==> config.mk <==
export PLATFORM = sky130hd
export DESIGN_NAME = frame_req_sequencer
export DESIGN_NICKNAME = d
export VERILOG_FILES = /design/src/rtl/game_pkg.sv /design/src/rtl/chan_pick.sv /design/src/rtl/frame_req_sequencer.sv
export SDC_FILE = /design/constraint.sdc
export NUM_CORES = 1
export LEC_CHECK = 0
export ABC_CLOCK_PERIOD_IN_PS = 5100
export CAP_MARGIN = 40
export CORE_UTILIZATION = 50
export DETAILED_ROUTE_END_ITERATION = 7
export PLACE_DENSITY_LB_ADDON = 0.05
export SYNTH_ARGS = -nofsm -noshare
export SYNTH_HDL_FRONTEND = slang
export SYNTH_SLANG_ARGS = --single-unit
==> constraint.sdc <==
create_clock -name clk -period 5.1 [get_ports clk]
set_input_delay 0.765 -clock clk [delete_from_list [all_inputs] [get_ports clk]]
set_output_delay 0.765 -clock clk [all_outputs]
set_load 0.1 [all_outputs]
==> src/rtl/game_pkg.sv <==
// game_pkg: shared game constants and the frame sequencer state type
package game_pkg;
   localparam int PIXEL_X_W       = 10;
   localparam int PIXEL_Y_W       = 10;
   localparam int DIR_W           = 2;
   localparam int N_CH_DEF        = 4;
   localparam int TIMEOUT_CYC_DEF = 1024;
   localparam int MAX_ROUNDS_DEF  = 8;
   typedef enum logic [1:0] {IDLE, NEXT, REQ, DONE} seq_state_t;
endpackage

==> src/rtl/chan_pick.sv <==
// chan_pick: lowest set bit of mask at or above start; start past the top finds nothing
module chan_pick #(
   parameter int N  = 4,
   parameter int CW = 2,
   parameter int SW = 3
) (
   input  logic [N-1:0]  mask,
   input  logic [SW-1:0] start,
   output logic          found,
   output logic [CW-1:0] idx
);
   always_comb begin
      found = 1'b0;
      idx   = '0;
      for (int i = N - 1; i >= 0; i--)
         if (mask[i] && i >= int'(start)) begin
            found = 1'b1;
            idx   = CW'(i);
         end
   end
endmodule

==> src/rtl/frame_req_sequencer.sv <==
// frame_req_sequencer: per-frame req/ack scheduler walking enabled object channels in index order
// with per-request timeout and per-channel round limit
module frame_req_sequencer
   import game_pkg::*;
#(
   parameter int  N_CH        = N_CH_DEF,
   parameter int  TIMEOUT_CYC = TIMEOUT_CYC_DEF,
   parameter int  MAX_ROUNDS  = MAX_ROUNDS_DEF,
   localparam int CH_W        = (N_CH > 1) ? $clog2(N_CH) : 1
) (
   input  logic            clk,
   input  logic            rst_n,
   input  logic            i_cal_frame,
   input  logic            i_game_start,
   input  logic [N_CH-1:0] i_ch_enable,
   output logic [N_CH-1:0] o_req,
   input  logic [N_CH-1:0] i_ack,
   input  logic [N_CH-1:0] i_frame_term,
   output logic            o_busy,
   output logic [CH_W-1:0] o_active_ch,
   output logic            o_frame_done,
   output logic [N_CH-1:0] o_timeout_mask,
   output logic [N_CH-1:0] o_overrun_mask,
   output logic            o_missed_frame,
   output logic [15:0]     o_frame_cnt
);
   localparam int SW = $clog2(N_CH + 1);
   localparam int TW = $clog2(TIMEOUT_CYC + 1);
   localparam int RW = $clog2(MAX_ROUNDS + 1);

   seq_state_t      state, state_n;
   logic [N_CH-1:0] en;
   logic [SW-1:0]   start;
   logic [TW-1:0]   tcnt;
   logic [RW-1:0]   round_cnt, round_inc;
   logic [CH_W-1:0] pick_idx;
   logic            found, ack_hit, term, tmo, ovr, adv;

   chan_pick #(.N(N_CH), .CW(CH_W), .SW(SW)) u_pick (
      .mask (en),
      .start(start),
      .found(found),
      .idx  (pick_idx)
   );

   // adv: the current channel is finished for this frame, move the start index past it
   always_comb begin
      ack_hit        = (state == REQ) && i_ack[o_active_ch];
      term           = i_frame_term[o_active_ch];
      tmo            = (state == REQ) && (tcnt == TW'(TIMEOUT_CYC - 1));
      round_inc      = round_cnt + RW'(1);
      ovr            = ack_hit && !term && (round_inc == RW'(MAX_ROUNDS));
      adv            = ack_hit ? (term || ovr) : tmo;
      state_n        = i_game_start     ? IDLE :
                       (state == IDLE)  ? (i_cal_frame ? NEXT : IDLE) :
                       (state == NEXT)  ? (found ? REQ : DONE) :
                       (state == REQ)   ? ((ack_hit || tmo) ? NEXT : REQ) : IDLE;
      o_req          = (state == REQ) ? (N_CH'(1'b1) << o_active_ch) : '0;
      o_busy         = state != IDLE;
      o_frame_done   = state == DONE;
      o_missed_frame = i_cal_frame && (state != IDLE);
   end

   always_ff @(posedge clk or negedge rst_n)
      if (!rst_n) begin
         state          <= IDLE;
         en             <= '0;
         start          <= '0;
         tcnt           <= '0;
         round_cnt      <= '0;
         o_active_ch    <= '0;
         o_timeout_mask <= '0;
         o_overrun_mask <= '0;
         o_frame_cnt    <= '0;
      end else begin
         state <= state_n;
         if (i_game_start) begin
            o_timeout_mask <= '0;
            o_overrun_mask <= '0;
            round_cnt      <= '0;
            tcnt           <= '0;
         end else begin
            if (state == IDLE && i_cal_frame) begin
               en             <= i_ch_enable;
               start          <= '0;
               round_cnt      <= '0;
               o_timeout_mask <= '0;
               o_overrun_mask <= '0;
            end
            if (state == NEXT) begin
               tcnt <= '0;
               if (found) o_active_ch <= pick_idx;
            end
            if (state == REQ) begin
               tcnt      <= tcnt + TW'(1);
               round_cnt <= adv ? '0 : ack_hit ? round_inc : round_cnt;
               if (adv) start <= SW'(o_active_ch) + SW'(1);
               if (tmo && !ack_hit) o_timeout_mask[o_active_ch] <= 1'b1;
               if (ovr) o_overrun_mask[o_active_ch] <= 1'b1;
            end
            if (state == DONE) o_frame_cnt <= o_frame_cnt + 16'd1;
         end
      end
endmodule

==> impl_metrics.py, run 1 <==
metrics = {
    "setup_path": {
        "critPathLaunchType": "register",
        "cp.arrival_ps": 2280,
        "cp.required_ps": 4340,
        "critPathCaptureType": "output pin",
        "cp_top_family": "buffers and inverters",
        "cpPeakStageDelay_ps": 540,
        "crit_fanout": 9,
        "timing.critical_path.cells": "nor2b_1, and2_1, clkdlybuf4s50_1, buf_8",
        "cp.buffers_inverters": 2,
        "setup.worst_path.class": "register to output pin",
        "crit_slowest_cell": "sky130_fd_sc_hd__clkdlybuf4s50_1",
    },
    "layout": {
        "insertedDiodeCount": 0,
        "fillerInstances": 336,
        "drive_gt1_frac": 0.167,
        "layout.cells.non_filler": 397,
        "finalNetCount": 354,
        "post_route_core_utilization": 0.764,
        "flow.area_growth_from_synthesis_pct": 44.0,
    },
    "power": {
        "power.combinational.fraction": 0.429,
        "vdd_drop_max_mv": 0.516,
        "pwr-share-clk": 0.176,
        "cellPowerDensity_nw_per_um2": 328,
        "power_mw": 1.22,
        "pwr-share-seq": 0.395,
        "power.switching_fraction": 0.398,
        "static-leakage-power_nw": 1.63,
        "power.switching_mw": 0.485,
        "cell_internal_pwr_mw": 0.731,
    },
    "floorplan": {
        "die_y_um": 73.7,
        "floorplan.initialDensity": 0.531,
        "fp.dieArea_um2": 5440,
        "top_level_ports": 49,
        "row_count": 25,
        "coreArea_um2": 4850,
        "floorplan.die.width_um": 73.7,
    },
    "min_path": {
        "worstHoldPathType": "input pin to asynchronous set/reset pin",
    },
    "grt": {
        "grt_start_max_net_pins": 36,
        "antenna_found_initial": 0,
        "global_route_wire_length_before_repair_mm": 9.51,
        "grt.total_usage": 0.233,
        "grt_pass1_vias": 2034,
        "global_route.overflow_total": 0,
    },
    "synth": {
        "post_synthesis_sequential_area_ratio": 0.486,
        "synth_top_cells_by_area": "sky130_fd_sc_hd__dfrtp_1 49%, sky130_fd_sc_hd__ha_1 3.9%, sky130_fd_sc_hd__xnor2_1 3.7%",
        "syn-mean-instance-area_um2": 10.5,
        "mappedNetlistArea_um2": 2570,
        "yosys.cell_types.count": 46,
        "number_of_enable_flip_flop_cells_after_synthesis": 0,
        "synth.mux.area_fraction": 0.0603,
        "synthesis.nets": 270,
        "synthAdderAreaFrac": 0.0389,
        "synth_top_family_by_area": "simple AND/OR/NAND/NOR gates",
        "synth_xor_area_frac": 0.0545,
        "netlist.top_cell.by_area": "sky130_fd_sc_hd__dfrtp_1",
        "synth_async_sr_flop_share": 1.00,
        "synth-compound-area-share": 0.148,
        "postSynthCellCount": 246,
        "synth_top_cell_area_share": 0.486,
        "ys.warnings.count": 0,
        "synth_simple_gate_area_frac": 0.191,
        "predominant_post_synthesis_flop_cell": "sky130_fd_sc_hd__dfrtp_1",
        "yosys_register_bits": 50,
    },
    "route": {
        "drt-pass1-iter-count": 5,
        "drt_first_iter_violations": 121,
        "routed-via-count": 2155,
        "drt-vias-per-instance": 5.43,
        "ant_nets": 0,
        "average_wire_length_per_cell_after_detail_routing_um": 14.6,
        "postRouteWirelength_mm": 5.82,
        "post-route-drc-count": 0,
    },
    "clocking": {
        "h-tree-depth": 2,
        "clkTransAtPathRegs_ps": 90,
        "post_cts.repair.setup_buffers": 0,
        "clock_insertion_delay_at_the_later_pin_of_the_skew_report_ps": 300,
        "tritoncts": "built",
        "cts.sinks": 50,
        "cts-buffers-inserted": 5,
        "cts_buffer_depth": 2,
        "cts_hold_repair.buffers": 0,
        "post_cts_resize_count": 0,
        "cts_root_buffer": "sky130_fd_sc_hd__clkbuf_8",
    },
    "placed_design": {
        "place.detailed.instances": 390,
        "place_worst_setup_slack_ps": 1970,
        "io_buffers": 48,
        "gp_congestion": 0.769,
        "place.detailed.hpwl_mm": 4.49,
    },
    "timing": {
        "rsz0062_at_grt": "false",
        "timing.fmax_mhz": 328,
        "worst_slew_pin_slew_ps": 795,
        "postLayoutSetupSlackWorst_ps": 2050,
        "final-setup-viol-count": 0,
        "finalMaxSlewViolations": 0,
        "layout_min_cycle_time_ps": 3050,
        "finalClockSkew_ps": 8.42,
        "finalHoldViolCount": 0,
        "totalNegativeSetupSlack_ps": 0,
        "slew-limit-headroom": 0.468,
        "post-route-period-util": 0.598,
    },
    "run_status": {
        "status": "finished, final reports clean",
    },
    "run": {
        "maxCapViolCount": 0,
    },
}
==> area by class of cell <==
type,instances,area (um2),area share
Clock buffer,7,76.3,0.0206
Inverter,8,30.0,0.00811
Multi-Input combinational cell,182,1270,0.342
Sequential cell,50,1250,0.338
Tap cell,67,83.8,0.0226
Timing Repair Buffer,83,996,0.269
==> synth_stat cells, drive strengths merged, types with 4 or more instances <==
| cell type | count |
|---|---|
| and3 | 4 |
| nor2 | 25 |
| a21oi | 7 |
| nand4 | 5 |
| nor2b | 8 |
| and2 | 7 |
| nand2 | 19 |
| mux2 | 7 |
| ha | 8 |
| xor2 | 5 |
| inv | 8 |
| dfrtp | 50 |
| a22oi | 8 |
| nor3 | 4 |
| nand3 | 11 |
| nand2b | 4 |
| o21ai | 18 |
| clkbuf | 5 |
| xnor2 | 11 |
==> power by group through the flow <==
stage	combinational [mW]	sequential, mW	clock (mW)
floorplan	0.226	0.592	0
global placement	0.441	0.488	0
detailed placement	0.524	0.488	0
CTS	0.525	0.480	0.221
global route	0.549	0.487	0.234
finish	0.521	0.480	0.214
==> worst paths after layout <==
check                                startpoint                 to  slack, ps  cells past startpoint
worst min register to register  o_frame_cnt[15]    o_frame_cnt[15]        480                      1
max in group asynchronous                 rst_n     o_frame_cnt[5]       4230                      2
worst max register to register   o_active_ch[0]  o_timeout_mask[2]       2900                      4
worst max-delay path                   state[1]           o_req[1]       2050                      4
min in group clk                o_frame_cnt[15]    o_frame_cnt[15]        480                      1
worst min-delay path                      rst_n  o_overrun_mask[2]        370                      1
==> metal layers <==
metal	global-route usage	vias to the layer above	share of wire
met5	0	-	0
met4	0.0833	0	0.019
met3	0.0494	11	0.040
met2	0.387	63	0.51
met1	0.300	1036	0.44
li1	-	1045	-
==> cell usage in the layout, fill, tap and decap left out, drive strengths merged, types with 5 or more instances in the layout <==
| master | instances |
|---|---|
| and2 | 7 |
| ha | 8 |
| inv | 8 |
| xor2 | 5 |
| xnor2 | 11 |
| nand4 | 5 |
| mux2 | 7 |
| clkbuf | 7 |
| a22oi | 8 |
| o21ai | 18 |
| nand3 | 11 |
| a21oi | 7 |
| nor2b | 8 |
| clkdlybuf4s50 | 47 |
| nand2 | 19 |
| buf | 36 |
| dfrtp | 50 |
| nor2 | 25 |
==> sequential cells by signal, summed over array words and instances (netlist names), 3 cells and up <==
signal,count
o_frame_cnt,16
o_timeout_mask,4
tcnt,11
o_overrun_mask,4
round_cnt,4
en,4
start,3
==> stage by stage <==
step	instance area (um2)	hold WS, ps
2_1_floorplan	2570	465
3_3_place_gp	3110	462
3_5_place_dp	3630	475
4_1_cts	3700	381
5_1_grt	3700	398
6_report	3700	372
==> kinds of logic (layout without fill, tap and decap cells) <==
logic type,Yosys count,in the layout
multiplexers,11,11
AND/OR/NAND/NOR,94,94
buffers and inverters,14,98
adder cells (fa/ha/maj),8,8
flip-flops,50,50
AO/OA/AOI/OAI,53,53
XOR/XNOR,16,16
No activity file was read; power rests on OpenSTA's default activity.
==> run 2: changes to the inputs <==
--- a/config.mk
+++ b/config.mk
@@ -5,9 +5,9 @@
 export SDC_FILE = /design/constraint.sdc
 export NUM_CORES = 1
 export LEC_CHECK = 0
-export ABC_CLOCK_PERIOD_IN_PS = 5100
+export ABC_CLOCK_PERIOD_IN_PS = 2800
 export CAP_MARGIN = 40
-export CORE_UTILIZATION = 50
+export CORE_UTILIZATION = 47
 export DETAILED_ROUTE_END_ITERATION = 7
 export PLACE_DENSITY_LB_ADDON = 0.05
 export SYNTH_ARGS = -nofsm -noshare
==> constraint.sdc (replaced) <==
create_clock -name clk -period 2.8 [get_ports clk]
set_input_delay 0.42 -clock clk [delete_from_list [all_inputs] [get_ports clk]]
set_output_delay 0.42 -clock clk [all_outputs]
set_load 0.1 [all_outputs]
==> impl_metrics.py, run 2 (same netlist as run 1, synthesis figures left out) <==
metrics = {
    "placed_design": {
        "gp_congestion": 0.785,
        "postPlaceCellArea_um2": 3070,
        "io_buffers": 48,
        "place.detailed.hpwl_mm": 3.94,
        "place_worst_setup_slack_ps": 457,
    },
    "timing": {
        "post-route-period-util": 0.789,
        "rsz0062_at_grt": "false",
        "final-setup-viol-count": 0,
        "totalNegativeSetupSlack_ps": 0,
        "layout_min_cycle_time_ps": 2210,
        "postLayoutSetupSlackWorst_ps": 590,
        "worst_slew_pin_slew_ps": 878,
        "finalClockSkew_ps": 6.90,
        "timing.fmax_mhz": 453,
        "finalMaxSlewViolations": 0,
        "slew-limit-headroom": 0.410,
        "finalHoldViolCount": 0,
    },
    "run": {
        "maxCapViolCount": 0,
    },
    "layout": {
        "multi_input_comb_area_um2": 1270,
        "insertedDiodeCount": 0,
        "stdcell_area_um2": 3180,
        "registers.top_by_ff_count": "o_frame_cnt",
        "finalNetCount": 325,
        "ff_latch_area_um2": 1250,
        "largest_reg_flops": 16,
        "layout.cells.most_common": "sky130_fd_sc_hd__dfrtp_1",
        "most-common-layout-cells": "50 x sky130_fd_sc_hd__dfrtp_1, 38 x sky130_fd_sc_hd__buf_4, 25 x sky130_fd_sc_hd__nor2_1, 18 x sky130_fd_sc_hd__nand2_1, 17 x sky130_fd_sc_hd__o21ai_0",
        "flow.area_growth_from_synthesis_pct": 23.7,
        "largestRegisters": "o_frame_cnt x16, tcnt x11",
        "drive_gt1_frac": 0.202,
        "fillerInstances": 459,
    },
    "power": {
        "static-leakage-power_nw": 1.49,
        "cellPowerDensity_nw_per_um2": 686,
        "vdd_drop_max_mv": 0.741,
        "power_mw": 2.18,
    },
    "setup_path": {
        "reg2regPathDepth": 5,
        "cp_top_family": "simple AND/OR/NAND/NOR gates",
        "worstReg2RegEnd": "o_overrun_mask[2]",
        "critPathCaptureType": "output pin",
        "cp.required_ps": 2380,
        "cp.arrival_ps": 1790,
        "setup.worst_path.class": "register to output pin",
        "cp.buffers_inverters": 1,
        "critPathLaunchType": "register",
        "crit_fanout": 9,
        "timing.critical_path.cells": "nor2b_1, and2_1, buf_4",
        "worst_r2r_startpoint": "o_active_ch[0]",
        "cpPeakStageDelay_ps": 500,
        "crit_slowest_cell": "sky130_fd_sc_hd__nor2b_1",
        "ff2ff_setup_slack_ps": 670,
    },
    "route": {
        "drt-pass1-iter-count": 4,
        "average_wire_length_per_cell_after_detail_routing_um": 14.5,
        "post-route-drc-count": 0,
        "ant_nets": 0,
        "routed-via-count": 2004,
        "drt_first_iter_violations": 85,
        "postRouteWirelength_mm": 5.38,
        "drt-vias-per-instance": 5.39,
    },
    "min_path": {
        "worstHoldPathType": "input pin to asynchronous set/reset pin",
    },
    "grt": {
        "antenna_found_initial": 0,
        "grt_pass1_vias": 1931,
        "global_route_wire_length_before_repair_mm": 9.06,
        "grt_start_max_net_pins": 32,
        "grt.total_usage": 0.197,
        "global_route.overflow_total": 0,
    },
    "clocking": {
        "h-tree-depth": 2,
        "cts-buffers-inserted": 5,
        "cts_hold_repair.buffers": 0,
        "cts.sinks": 50,
        "tritoncts": "built",
        "post_cts_resize_count": 0,
        "cts_root_buffer": "sky130_fd_sc_hd__clkbuf_8",
        "post_cts.repair.setup_buffers": 0,
        "clock_insertion_delay_at_the_later_pin_of_the_skew_report_ps": 300,
        "clkTransAtPathRegs_ps": 100,
        "cts_buffer_depth": 2,
    },
    "floorplan": {
        "top_level_ports": 49,
        "floorplan.die.width_um": 76.0,
        "row_count": 26,
        "die_y_um": 76.0,
        "coreArea_um2": 5200,
        "floorplan.initialDensity": 0.494,
        "fp.dieArea_um2": 5770,
    },
    "run_status": {
        "status": "finished, final reports clean",
    },
}
## run 2: changes by cell type in the layout (fill, tap and decap cells not counted), sizes merged
cell           previous run  this run
buf                      36        40
bufinv                    0         1
clkinvlp                  0         1
clkbuf                    7         6
clkdlybuf4s50            47        14
## run 2: worst max path at each step
stage | slack [ps] | depth (start not counted) | from | end
after floorplan | 210 | 5 | o_active_ch[0] | start[1]
after global placement | 440 | 4 | i_game_start | tcnt[7]
after detailed placement | 460 | 6 | i_ack[3] | round_cnt[2]
after CTS | 560 | 3 | state[1] | o_req[3]
after global routing | 450 | 3 | state[1] | o_req[3]
final | 590 | 3 | state[1] | o_req[3]
## run 2: power breakdown
part	leakage (nW)	switching [mW]	internal [mW]
Clock	0.0514	0.242	0.267
Sequential	0.682	0.0901	0.784
Combinational	0.752	0.542	0.257
## run 2: layer usage
metal,track usage,share of wire
met5,0,0
met4,0.0673,0.010
met3,0.0287,0.022
met1,0.262,0.49
met2,0.331,0.48
## run 2: metrics by stage
step | utilization | instances | hold slack [ps]
detailed placement | 0.590 | 364 | 469
global placement | 0.589 | 363 | 467
global route | 0.611 | 372 | 217
floorplan | - | 246 | 124
finish | 0.611 | 372 | 156
CTS | 0.611 | 372 | 175
## run 2: final cells by class
type | count | area share
Clock inverter | 2 | 0.0118
Clock buffer | 6 | 0.0228
Inverter | 8 | 0.00944
Sequential cell | 50 | 0.393
Multi-Input combinational cell | 182 | 0.398
Tap cell | 70 | 0.0275
Timing Repair Buffer | 54 | 0.137
==> run 3: changes to the inputs <==
--- a/config.mk
+++ b/config.mk
@@ -5,9 +5,9 @@
 export SDC_FILE = /design/constraint.sdc
 export NUM_CORES = 1
 export LEC_CHECK = 0
-export ABC_CLOCK_PERIOD_IN_PS = 2800
+export ABC_CLOCK_PERIOD_IN_PS = 2100
 export CAP_MARGIN = 40
-export CORE_UTILIZATION = 47
+export CORE_UTILIZATION = 50
 export DETAILED_ROUTE_END_ITERATION = 7
 export PLACE_DENSITY_LB_ADDON = 0.05
 export SYNTH_ARGS = -nofsm -noshare
==> constraint.sdc (replaced) <==
create_clock -name clk -period 2.1 [get_ports clk]
set_input_delay 0.315 -clock clk [delete_from_list [all_inputs] [get_ports clk]]
set_output_delay 0.315 -clock clk [all_outputs]
set_load 0.1 [all_outputs]
==> impl_metrics.py, run 3 (same netlist as run 1, synthesis figures left out) <==
metrics = {
    "clocking": {
        "cts-buffers-inserted": 5,
        "clock_insertion_delay_at_the_later_pin_of_the_skew_report_ps": 310,
        "cts_buffer_depth": 2,
        "clkTransAtPathRegs_ps": 90,
        "tritoncts": "built",
        "cts.sinks": 50,
        "cts_root_buffer": "sky130_fd_sc_hd__clkbuf_8",
        "h-tree-depth": 2,
    },
    "setup_path": {
        "reg2regPathDepth": 5,
        "timing.critical_path.cells": "mux4_2, nor2b_4, a31oi_4, nand2_4, mux2_4",
        "critPathLaunchType": "register",
        "ff2ff_setup_slack_ps": 110,
        "worstReg2RegEnd": "start[2]",
        "crit_fanout": 7,
        "cp.required_ps": 2290,
        "cp.arrival_ps": 2180,
        "cpPeakStageDelay_ps": 580,
        "critPathCaptureType": "register",
        "setup.worst_path.class": "register to register",
        "worst_r2r_startpoint": "o_active_ch[0]",
        "critPathLaunch": "o_active_ch[0]",
        "crit_slowest_cell": "sky130_fd_sc_hd__mux4_2",
    },
    "layout": {
        "flow.area_growth_from_synthesis_pct": 31.1,
        "layout.cells.most_common": "sky130_fd_sc_hd__dfrtp_1",
        "post_route_core_utilization": 0.695,
        "insertedDiodeCount": 0,
        "largestRegisters": "o_frame_cnt x16, tcnt x11",
        "registers.top_by_ff_count": "o_frame_cnt",
        "fillerInstances": 388,
        "most-common-layout-cells": "45 x sky130_fd_sc_hd__dfrtp_1, 44 x sky130_fd_sc_hd__buf_4, 25 x sky130_fd_sc_hd__nor2_1, 18 x sky130_fd_sc_hd__nand2_1, 17 x sky130_fd_sc_hd__o21ai_0",
        "multi_input_comb_area_um2": 1280,
        "ff_latch_area_um2": 1260,
        "drive_gt1_frac": 0.256,
        "largest_reg_flops": 16,
        "finalNetCount": 339,
    },
    "route": {
        "postRouteWirelength_mm": 5.63,
        "ant_nets": 0,
        "drt-vias-per-instance": 5.42,
        "post-route-drc-count": 0,
        "drt-pass1-iter-count": 4,
        "routed-via-count": 2074,
        "average_wire_length_per_cell_after_detail_routing_um": 14.7,
        "drt_first_iter_violations": 150,
    },
    "timing": {
        "finalClockSkew_ps": 9.47,
        "hold_ws_ps": 472,
        "postLayoutSetupSlackWorst_ps": 109,
        "rsz0062_at_grt": "false",
        "timing.fmax_mhz": 502,
        "slew-limit-headroom": 0.654,
        "worst_slew_pin_slew_ps": 518,
        "finalMaxSlewViolations": 0,
        "post-route-period-util": 0.948,
        "final-setup-viol-count": 0,
        "finalHoldViolCount": 0,
        "layout_min_cycle_time_ps": 1990,
    },
    "floorplan": {
        "die_y_um": 73.7,
        "floorplan.initialDensity": 0.531,
        "floorplan.die.width_um": 73.7,
        "top_level_ports": 49,
        "coreArea_um2": 4850,
        "fp.dieArea_um2": 5440,
        "row_count": 25,
    },
    "run": {
        "maxCapViolCount": 0,
    },
    "placed_design": {
        "gp_congestion": 0.795,
        "io_buffers": 48,
        "place_worst_setup_slack_ps": -93.7,
        "place.detailed.hpwl_mm": 4.15,
    },
    "grt": {
        "global_route.overflow_total": 0,
        "grt.total_usage": 0.224,
        "antenna_found_initial": 0,
        "grt_pass1_vias": 2010,
        "grt_start_max_net_pins": 32,
        "global_route_wire_length_before_repair_mm": 9.11,
    },
    "power": {
        "vdd_drop_max_mv": 0.662,
        "power_mw": 2.90,
        "cellPowerDensity_nw_per_um2": 859,
        "power.switching_fraction": 0.403,
        "static-leakage-power_nw": 1.57,
        "power.switching_mw": 1.17,
        "pwr-share-clk": 0.200,
        "power.combinational.fraction": 0.398,
        "pwr-share-seq": 0.402,
        "cell_internal_pwr_mw": 1.73,
    },
    "min_path": {
        "min-delay-start": "o_frame_cnt[15]",
        "worstHoldPathType": "register to register",
        "min_to": "o_frame_cnt[15]",
        "hold_path_depth": 1,
    },
    "run_status": {
        "status": "finished, final reports clean",
    },
}
run 3: worst max-delay path, delay by kind of cell, from the launching register on:
kind	cells	cell delay [ps]
mux	2	880
flops	1	480
simple gates	2	260
compound gates	1	250
run 3: power by group through the flow:
stage	logic (mW)	registers (mW)	clock network (mW)
after floorplan	0.546	1.45	0
after detailed placement	1.15	1.18	0
after global routing	1.22	1.18	0.628
final	1.15	1.17	0.579
after CTS	1.15	1.17	0.588
after global placement	1.13	1.19	0
run 3: repair_timing:
action	in CTS	in global routing
endpoints found under the setup margin	0	1
hold buffers	1	0
resized for setup	0	1
setup buffers	0	0
hold endpoints to repair	19	0
run 3: layout make-up:
class	count	area share
Clock buffer	7	0.0256
Clock inverter	1	0.00148
Inverter	8	0.00891
Multi-Input combinational cell	182	0.378
Sequential cell	50	0.374
Tap cell	67	0.0249
Timing Repair Buffer	68	0.187
run 3: metrics by stage:
stage	cell area, um2	std cells	setup TNS, ps
5_1_grt	3370	383	0
2_1_floorplan	2580	246	-50.8
3_3_place_gp	3260	373	-195
4_1_cts	3370	383	0
3_5_place_dp	3260	374	-370
6_report	3370	383	0
run 3: worst max path at each step:
| stage | cells after the start | end | slack, ps |
|---|---|---|---|
| after floorplan | 5 | start[1] | -30 |
| after CTS | 3 | o_req[2] | 100 |
| after detailed placement | 6 | start[1] | -90 |
| final | 5 | start[2] | 110 |
| after global placement | 6 | start[1] | -60 |
| after global routing | 3 | o_req[2] | 30 |
run 3: metal layers:
layer  track usage  vias up  share of wire
met5             0        -              0
met1         0.288     1016           0.46
met4        0.0684        0          0.014
met2         0.375       41           0.49
met3        0.0521        7          0.032
li1              -     1010              -
